File: config.mk
export PLATFORM = sky130hd
export DESIGN_NAME = fb_read_arbiter
export DESIGN_NICKNAME = d
export VERILOG_FILES = /design/src/rtl/fb_pkg.sv /design/src/rtl/fb_rd_tag_pipe.sv /design/src/rtl/fb_read_arbiter.sv
export SDC_FILE = /design/constraint.sdc
export NUM_CORES = 1
export LEC_CHECK = 0
export ABC_AREA = 0
export BUFFER_PORTS_ARGS = -buffer_cell sky130_fd_sc_hd__buf_2
export CAP_MARGIN = 20
export CORE_AREA = 4 4 58 60
export CTS_CLUSTER_SIZE = 28
export DETAILED_ROUTE_END_ITERATION = 10
export DIE_AREA = 0 0 62 64
export MAX_ROUTING_LAYER = met4
export PLACE_DENSITY = 0.76
export REMOVE_ABC_BUFFERS = 1
export SLEW_MARGIN = 15
export SYNTH_ARGS = -nofsm -noshare
export SYNTH_HDL_FRONTEND = slang
export SYNTH_SLANG_ARGS = --single-unit
export TNS_END_PERCENT = 10
File: constraint.sdc
create_clock -name clk -period 1 [get_ports clk]
set_clock_uncertainty 0.15 [all_clocks]
set_input_delay 0.15 -clock clk [delete_from_list [all_inputs] [get_ports clk]]
set_output_delay 0.15 -clock clk [all_outputs]
set_load 0.02 [all_outputs]
File: src/rtl/fb_pkg.sv
// Shared types and constants for the projector framebuffer read path.
// Latency: none (declarations only).
// Backpressure: none (declarations only).
package fb_pkg;

    localparam int FB_ADDR_W = 16;
    localparam int FB_PIX_W  = 9;

    // Owner of a read slot travelling alongside the BRAM access
    typedef enum logic [1:0] {
        FB_TAG_NONE = 2'd0,
        FB_TAG_A    = 2'd1,
        FB_TAG_B    = 2'd2
    } fb_tag_t;

    // Arbiter mode: normal fixed priority, or B temporarily promoted
    typedef enum logic {
        ARB_NORMAL  = 1'b0,
        ARB_FORCE_B = 1'b1
    } fb_arb_state_t;

endpackage

File: src/rtl/fb_rd_tag_pipe.sv
// Shift register carrying one read-owner tag per cycle, matched to the BRAM return path.
// Latency: DEPTH cycles from tag_in to tag_out.
// Backpressure: none; advances every cycle, reset flushes every stage to NONE.
module fb_rd_tag_pipe
    import fb_pkg::*;
#(
    parameter int DEPTH = 2
) (
    input  logic    clk,
    input  logic    reset_n,
    input  fb_tag_t tag_in,
    output fb_tag_t tag_out
);

    fb_tag_t stage [DEPTH];

    // Shift tags one stage per cycle; reset drops every in-flight read
    always_ff @(posedge clk or negedge reset_n) begin
        if (!reset_n) begin
            for (int i = 0; i < DEPTH; i++) begin
                stage[i] <= FB_TAG_NONE;
            end
        end else begin
            stage[0] <= tag_in;
            for (int i = 1; i < DEPTH; i++) begin
                stage[i] <= stage[i-1];
            end
        end
    end

    assign tag_out = stage[DEPTH-1];

endmodule

File: src/rtl/fb_read_arbiter.sv
// Two-client arbiter for the framebuffer read port (A = galvo, B = display); FB_ARB_STARVE_GUARD_EN adds B starvation guard.
// Latency: grant same cycle, mem_addr next cycle, rvalid/rdata RD_LATENCY+1 cycles after acceptance.
// Backpressure: requesters hold req/addr until granted; returns cannot be stalled.
module fb_read_arbiter
    import fb_pkg::*;
#(
    parameter int ADDR_W     = FB_ADDR_W,
    parameter int PIX_W      = FB_PIX_W,
    parameter int RD_LATENCY = 1,
    parameter int STARVE_MAX = 8
) (
    input  logic              clk,
    input  logic              reset_n,
    input  logic              req_a,
    input  logic [ADDR_W-1:0] addr_a,
    output logic              gnt_a,
    output logic              rvalid_a,
    input  logic              req_b,
    input  logic [ADDR_W-1:0] addr_b,
    output logic              gnt_b,
    output logic              rvalid_b,
    output logic [PIX_W-1:0]  rdata,
    output logic [ADDR_W-1:0] mem_addr,
    input  logic [PIX_W-1:0]  mem_dout
);

    // Reject configurations outside the supported range at elaboration
    if (RD_LATENCY < 1 || RD_LATENCY > 4 || STARVE_MAX < 1 || STARVE_MAX > 255) begin : g_param_check
        $error("fb_read_arbiter: RD_LATENCY or STARVE_MAX out of range");
    end

    logic    prio_b;
    fb_tag_t tag_in;
    fb_tag_t tag_out;

`ifdef FB_ARB_STARVE_GUARD_EN
    localparam logic [7:0] STARVE_LIM = 8'(STARVE_MAX);

    fb_arb_state_t state;
    logic [7:0]    starve_cnt;
    logic [7:0]    starve_inc;

    assign starve_inc = (starve_cnt == 8'hFF) ? starve_cnt : starve_cnt + 8'd1;
    assign prio_b     = (state == ARB_FORCE_B);

    // Count denied B cycles; promote B once the limit is reached, demote after it is served or gives up
    always_ff @(posedge clk or negedge reset_n) begin
        if (!reset_n) begin
            state      <= ARB_NORMAL;
            starve_cnt <= 8'd0;
        end else begin
            case (state)
                ARB_NORMAL: begin
                    if (gnt_b) begin
                        starve_cnt <= 8'd0;
                    end else if (req_b) begin
                        starve_cnt <= starve_inc;
                        if (starve_inc >= STARVE_LIM) begin
                            state <= ARB_FORCE_B;
                        end
                    end
                end
                ARB_FORCE_B: begin
                    if (gnt_b || !req_b) begin
                        state      <= ARB_NORMAL;
                        starve_cnt <= 8'd0;
                    end else begin
                        starve_cnt <= starve_inc;
                    end
                end
                default: begin
                    state      <= ARB_NORMAL;
                    starve_cnt <= 8'd0;
                end
            endcase
        end
    end
`else
    // Strict fixed priority: A always beats B
    assign prio_b = 1'b0;
`endif

    // Grants are mutually exclusive and forced low while reset is held
    assign gnt_a = reset_n & req_a & ~(prio_b & req_b);
    assign gnt_b = reset_n & req_b & (prio_b | ~req_a);

    // Capture the winner's address on the transfer edge, hold otherwise
    always_ff @(posedge clk or negedge reset_n) begin
        if (!reset_n) begin
            mem_addr <= '0;
        end else if (gnt_a) begin
            mem_addr <= addr_a;
        end else if (gnt_b) begin
            mem_addr <= addr_b;
        end
    end

    // Tag the slot with its owner so the return can be steered back
    always_comb begin
        tag_in = FB_TAG_NONE;
        if (gnt_a) begin
            tag_in = FB_TAG_A;
        end else if (gnt_b) begin
            tag_in = FB_TAG_B;
        end
    end

    // One stage for the address register plus RD_LATENCY for the BRAM
    fb_rd_tag_pipe #(
        .DEPTH (RD_LATENCY + 1)
    ) u_tag_pipe (
        .clk     (clk),
        .reset_n (reset_n),
        .tag_in  (tag_in),
        .tag_out (tag_out)
    );

    assign rvalid_a = (tag_out == FB_TAG_A);
    assign rvalid_b = (tag_out == FB_TAG_B);
    assign rdata    = mem_dout;

endmodule

======== Yosys cells after proc, flatten, opt, wreduce, memory -nomap -nowiden ========
Index checks and enable logic that the tools add are counted.
storage, ports and cells
  register bits after elaboration ......... 20
  bits in latches ......................... 0
  RAM bits ................................ 0
  memory bits (read-only) ................. 0
  bits of input ports ..................... 45
  output and inout port bits .............. 29
  word-level logic and storage cells ...... 14
  memories kept ........................... 0
operators by class
  add/sub/neg operators ................... 0
  $mul .................................... 0
  divide/modulo/power cells ............... 0
  order comparisons ....................... 0
  eq/ne operators ......................... 2
  shift-type cells ........................ 0
  muxes and demuxes ....................... 4
  bitwise logic cells ..................... 4
  reduce and logical (&&, ||, !) cells .... 1
operators with widths
  operator            count
  $mux 16             2
  $mux 2              2
  $and 1x1->1         3
  $eq 2x1->1 const B  1
  $eq 2x2->1 const B  1
  $reduce_bool 2->1   1
  $not 1->1           1

======== Depth between registers and ports, before layout ========
Gate-level depths: netlist of the first run.
  depth in word-level cells ............... 4
  gate-level depth with buffers ........... 4
  mapped depth without buffers ............ 2

======== Cells and area by module ========
Synthesis of the first run repeated with hierarchy kept, for this count alone.
second synthesis, totals
  cells, all modules ...................... 95
  area total of the unflattened synthesis .. 1064.8 um^2
by module, submodules not included
  module           times used  cells each  area each (um^2)  seq. area each (um^2)
  fb_read_arbiter  1           89          949.7             400.4
  fb_rd_tag_pipe   1           6           115.1             100.1

======== Worst setup path after synthesis of the first run ========
No wires, ideal clock.
  path kind ............................... input -> output
  start ................................... in reset_n
  end ..................................... out gnt_b
  arrival time ............................ 0.697 ns
  required time ........................... 0.700 ns
  path slack .............................. 0.003 ns
  cell stages on the path ................. 3
  buffers on the path ..................... 2
  cell sequence ........................... buf_4 -> buf_2 -> and3b_2
on the way
  longest elaborated chain between the ends .. 2
RTL lines
  element                    RTL line               RTL
  start: declaration         fb_read_arbiter.sv:13  input logic reset_n,
  $and 1x1->1 (2 in series)  fb_read_arbiter.sv:85  assign gnt_b = reset_n & req_b & (prio_b | ~req_a);
  end: declaration           fb_read_arbiter.sv:20  output logic gnt_b,
Every way passes these cells.

======== Final worst setup path of the first run ========
  start ................................... reg u_tag_pipe.stage, in the netlist u_tag_pipe.tag_out[0]
  end ..................................... out rvalid_a
on the way
  longest elaborated chain between the ends .. 1
RTL lines
  element                           RTL line                RTL
  start: declaration                fb_rd_tag_pipe.sv:15    fb_tag_t stage [DEPTH];
  start signal: indexed assignment  fb_rd_tag_pipe.sv:26    stage[i] <= stage[i-1];
  $eq 2x1->1                        fb_read_arbiter.sv:118  assign rvalid_a = (tag_out == FB_TAG_A);
  end: declaration                  fb_read_arbiter.sv:17   output logic rvalid_a,
Every way passes these cells.

==> results of run 1 <==
state kept, by name, indices dropped and copies added, names as in the netlist:
| name | cells |
|---|---|
| u_tag_pipe.tag_out | 2 |
| mem_addr | 16 |
| u_tag_pipe.stage | 2 |
what timing repair did:
action / CTS / global route
endpoints found under the hold margin: 21 / 1
gates resized for setup: 2 / 5
pin swaps: 0 / 0
endpoints found under the setup margin: 20 / 18
worst max-delay path by stage:
| stage | from | endpoint | slack (ps) |
|---|---|---|---|
| floorplan | u_tag_pipe.tag_out[1]$_DFF_PN0_ | rvalid_a | 30 |
| global placement | req_b | mem_addr[15]$_DFFE_PN0P_ | -100 |
| global route | u_tag_pipe.tag_out[1]$_DFF_PN0_ | rvalid_b | -330 |
| CTS | u_tag_pipe.tag_out[1]$_DFF_PN0_ | rvalid_b | -280 |
| detailed placement | reset_n | mem_addr[8]$_DFFE_PN0P_ | -180 |
| finish | u_tag_pipe.tag_out[0]$_DFF_PN0_ | rvalid_a | -270 |
cells by family after synthesis:
group / count (synthesis) / synth area share, %
flops: 20 / 44.3
compound gates: 17 / 15.6
buf+inv: 18 / 11.0
simple gates: 36 / 29.1
worst max-delay path, delay by kind of cell, from the launching register on:
family / cells / cell delay, ps
buf+inv: 1 / 150
simple gates: 1 / 130
flops: 1 / 390
area by class of cell:
| class | instances | area, sq um | share of cell area, % |
|---|---|---|---|
| Timing Repair Buffer | 69 | 423 | 27.7 |
| Multi-Input combinational cell | 53 | 505 | 33.1 |
| Clock buffer | 3 | 22.5 | 1.48 |
| Tap cell | 33 | 41.3 | 2.70 |
| Clock inverter | 1 | 30.0 | 1.97 |
| Sequential cell | 20 | 500 | 32.8 |
| Inverter | 1 | 3.75 | 0.246 |
power breakdown:
group	total (mW)	leakage [nW]	internal, mW	switching (mW)
Clock	0.666	0.0279	0.405	0.261
Sequential	0.951	0.229	0.900	0.0511
Combinational	0.569	0.482	0.280	0.289
Total	2.19	0.739	1.59	0.601
through the flow:
step           hold WS, ps  setup TNS, ps
5_1_grt              -37.5          -3960
3_5_place_dp          -130          -2010
4_1_cts              -33.4          -3300
3_3_place_gp          -141          -1210
6_report             -30.3          -3080
2_1_floorplan         -296              0
placed cells by master, fill, tap and decap left out:
cell           instances
and3b_2                2
buf_12                 1
buf_2                 50
buf_4                 12
buf_6                  2
bufinv_16              1
clkbuf_4               3
dfrtp_1               20
dlygate4sd3_1          4
inv_1                  1
nand2_1                1
nand3b_1              15
nand4bb_1             16
nor2b_1                2
o211a_1               15
o21a_4                 1
o221a_2                1
routing by layer:
layer	vias to the layer above	track usage (%)	part of all wire [%]
met4	0	5.57	0.67
met5	-	-	0
met2	50	23.8	47
met3	2	4.85	9.3
met1	462	21.9	43
li1	452	-	-
==> results.toml, run 1 <==
[status]
status = "complete, but fails checks"
violations = "negative hold slack, negative setup slack"

[timing]
fin_crit_ps = 1270
rsz0062_at_grt = "yes"
max_freq_mhz = 788
hold_violations = 1
layout_setup_ws_ps = -269
worst_pin_slew_ps = 305
post-route-period-util_pct = 127
slew_violations = 0
setup-violations-final = 18
relSlewSlack_pct = 79.6
whs_ps = -30.3

[power_and_ir_drop]
cellLeakagePower_nw = 0.739
ir_drop_uv = 1070
p_total_mw = 2.19
p_per_area_nw_per_um2 = 1430

[setup_path]
crit_required_ps = 700
slowest_stage = "dfrtp_1"
crit-reg2reg-launch = "mem_addr[4]$_DFFE_PN0P_"
worst-path-max-fanout = 2
cpPeakStageDelay_ps = 390
worstSetupEndpointType = "output pin"
reg2reg_slack_ps = 110
rr_worst_depth = 1
r2r-end = "mem_addr[4]$_DFFE_PN0P_"
arrival_ps = 970
cp-start-kind = "flop"
cp_cell_sequence = "nor2b_1 -> buf_4"
path_class = "reg2out"

[layout]
fin_cells = 180
finish.utilization_pct = 52.1
final_nets = 193
drive_gt1_share_pct = 49.7
fillCellCount = 279
area_growth_pct = 35.1
n_antenna_cell = 0
final_area_sq_um = 1530

[placed_design]
dpl-instance-area_sq_um = 1410
portBuffers = 55
place_ws_ps = -176
dp_hpwl_mm = 2.04
gp_congestion = 0.654
place_inst = 172

[drt]
ant_nets = 0
drc = 0
routedWlPerCell_microns = 15.7
first_pass_iters = 3
viasPerCell = 5.37
vias = 966
drt_first_iter_violations = 8
routed_wl_mm = 2.83

[floorplanning]
core.rowCount = 20
die_area_sq_um = 3970
die_w_microns = 62
fp.dieH_microns = 64
design.core.area_sq_um = 2930
ioPinCount = 74
initial_utilization_pct = 38.6

[global_route]
grt_overflow_total = 0
grt_pass1_vias = 1019
grt_start_max_net_pins = 17
antenna_found_initial = 0
grtUsageTotal_pct = 16.5
grt_pass1_wl_mm = 4.89

[clocking]
clockBufferDepth = 2
clockRootBuffer = "clkbuf_4"
cts_setup_buffers = 0
clk_pin_slew_ps = 120
cts_hold_buf = 4
cts_made_buffers = 3
clock-sinks = 20
cts_tree = "built"
cts_htree_levels = 1
clkLatencyLatePin_ps = 300

[logic_synthesis]
synth_cells = 91
synth-edff-count = 0
synthFlopType = "dfrtp_1"
synth_top_cells_by_area = "dfrtp_1 (44%), nand4bb_1 (16%), o211a_1 (13%)"
syn-cell-area_sq_um = 1130
yosys.area.top_type = "dfrtp_1"
synth_most_common_cell = "dfrtp_1"
synthTopCellsByCount = "dfrtp_1 (20), nand4bb_1 (16), nand3b_1 (15), o211a_1 (15), buf_4 (10)"
synth_top_area_share_pct = 44.3
ys_warn_count = 0
yosysUniqueCellTypes = 14
synth-async-reset-ratio_pct = 100
seq_area_frac_synth_pct = 44.3
ys_ff_latch = 20
avgSynthCellArea_sq_um = 12.4

[hold_path]
hold_path.class = "in2reg"
hold_start = "addr_a[15]"
hold_path_end = "mem_addr[15]$_DFFE_PN0P_"
worstHoldPathCells = 2

[run]
maxCapViolations = 0
No activity file was read; power rests on OpenSTA's default activity.
==> inputs of run 2 (changes only) <==
--- a/config.mk
+++ b/config.mk
@@ -12,6 +12,7 @@
 export CTS_CLUSTER_SIZE = 28
 export DETAILED_ROUTE_END_ITERATION = 10
 export DIE_AREA = 0 0 62 64
+export GPL_TIMING_DRIVEN = 0
 export MAX_ROUTING_LAYER = met4
 export PLACE_DENSITY = 0.76
 export REMOVE_ABC_BUFFERS = 1
==> run 2 against run 1 <==
Against the previous run: the run still ends with negative hold slack, negative setup slack left; count of clock-buffer cells in the layout is the same; sequential power is essentially flat; die area is the same; flip-flop and latch count is the same; critical path depth is the same; final area shrank 2.0%; worst hold slack lost 340 ps; utilization shrank 1.0 points; via count shrank 2.8%; clock power is essentially flat; critical endpoint unchanged; highest routed layer unchanged.
==> results.toml, run 2 (synthesized netlist as in run 1, its figures left out) <==
[status]
status = "complete, but fails checks"
violations = "negative hold slack, negative setup slack"

[layout]
largest_register_ffs = 16
layout_commonest_cell = "buf_2"
drive_gt1_share_pct = 47.8
area_growth_pct = 32.4
fin_cells = 169
fillCellCount = 250
regMostFlops = "mem_addr"
final_nets = 182
final_cell_mix = "buf_2 (49), dfrtp_1 (20), nand4bb_1 (16), nand3b_1 (15), o211a_1 (15)"
final_area_sq_um = 1500
n_antenna_cell = 0

[timing]
fin_crit_ps = 1270
layout_setup_ws_ps = -274
post-route-period-util_pct = 127
setup-violations-final = 19
tns_ps = -3110
whs_ps = -372
worst_pin_slew_ps = 194
max_freq_mhz = 785
rsz0062_at_grt = "yes"
relSlewSlack_pct = 87.1
hold_violations = 20
slew_violations = 0

[power_and_ir_drop]
p_per_area_nw_per_um2 = 1460
cellLeakagePower_nw = 0.715
ir_drop_uv = 840

[floorplanning]
core.rowCount = 20
design.core.area_sq_um = 2930
ioPinCount = 74
die_area_sq_um = 3970
fp.dieH_microns = 64
die_w_microns = 62
initial_utilization_pct = 38.6

[global_route]
grt_pass1_wl_mm = 4.64
grt_start_max_net_pins = 36
grt_pass1_vias = 1018
antenna_found_initial = 0
grt_overflow_total = 0
grtUsageTotal_pct = 15.5

[drt]
drc = 0
ant_nets = 0
vias = 939
drt_first_iter_violations = 34
routedWlPerCell_microns = 16.7
first_pass_iters = 3
routed_wl_mm = 2.83
viasPerCell = 5.56

[setup_path]
worst-path-max-fanout = 2
crit-reg2reg-launch = "mem_addr[12]$_DFFE_PN0P_"
crit_start = "u_tag_pipe.tag_out[0]$_DFF_PN0_"
crit_required_ps = 700
path_class = "reg2out"
worstSetupEndpointType = "output pin"
cp-start-kind = "flop"
arrival_ps = 970

[hold_path]
hold_path.class = "in2async"

[clocking]
clockBufferDepth = 2
clk_pin_slew_ps = 130
cts_htree_levels = 1
cts_made_buffers = 3
cts_tree = "built"
clock-sinks = 20
clkLatencyLatePin_ps = 290
clockRootBuffer = "clkbuf_4"

[placed_design]
dp_hpwl_mm = 1.81
dpl-instance-area_sq_um = 1330
portBuffers = 55
place_inst = 162
gp_congestion = 0.624
place_ws_ps = -723

[run]
maxCapViolations = 0
-- run 2: worst paths after layout --
kind	cells after the start	slack, ps	endpoint
min	1	-370	u_tag_pipe.stage[3]$_DFF_PN0_
max	2	-270	rvalid_a
max in group asynchronous	1	930	mem_addr[10]$_DFFE_PN0P_
min reg2reg	0	210	u_tag_pipe.tag_out[1]$_DFF_PN0_
max reg2reg	1	100	mem_addr[12]$_DFFE_PN0P_
min in group clk	3	10	mem_addr[2]$_DFFE_PN0P_
-- run 2: cell type report --
class / instances / area, sq um / share of cell area (%)
clock buffers: 3 / 22.5 / 1.51
clock inverters: 1 / 30.0 / 2.01
inverters: 1 / 3.75 / 0.251
multi-input cells: 53 / 508 / 33.9
flip-flops and latches: 20 / 500 / 33.4
well taps: 33 / 41.3 / 2.76
repair buffers: 58 / 390 / 26.1
-- run 2: power by group --
group | leakage, nW | internal, mW | switching (mW) | total [mW]
Combinational | 0.458 | 0.279 | 0.283 | 0.562
Clock | 0.0279 | 0.405 | 0.263 | 0.668
Sequential | 0.229 | 0.900 | 0.0518 | 0.952
-- run 2: timing repair --
action,CTS,global route
resized for setup,11,7
endpoints found under the hold margin,22,21
cloned,1,0
hold buffers,1,1
setup buffers,0,0
endpoints found under the setup margin,38,18
-- run 2: worst max-delay path, stage by stage, from the launching register on --
cell	delay (ps)
dfrtp_1	400
nor2b_1	120
buf_2	150
-- run 2: stage by stage --
step	util [%]	power [mW]	hold slack (ps)
after floorplan	-	1.23	-296
after global placement	45.3	1.45	150
after detailed placement	45.3	1.47	150
after CTS	50.0	2.19	-380
after global routing	51.1	2.30	-395
final	51.1	2.18	-372
-- run 2: routing by layer --
metal  vias to the layer above  routed length (microns)  GRT usage, %
met2                        52                     1440          25.4
met4                         0                       12          3.98
li1                        431                        -             -
met1                       454                     1120          18.3
met5                         -                        0             -
met3                         2                      261          4.65
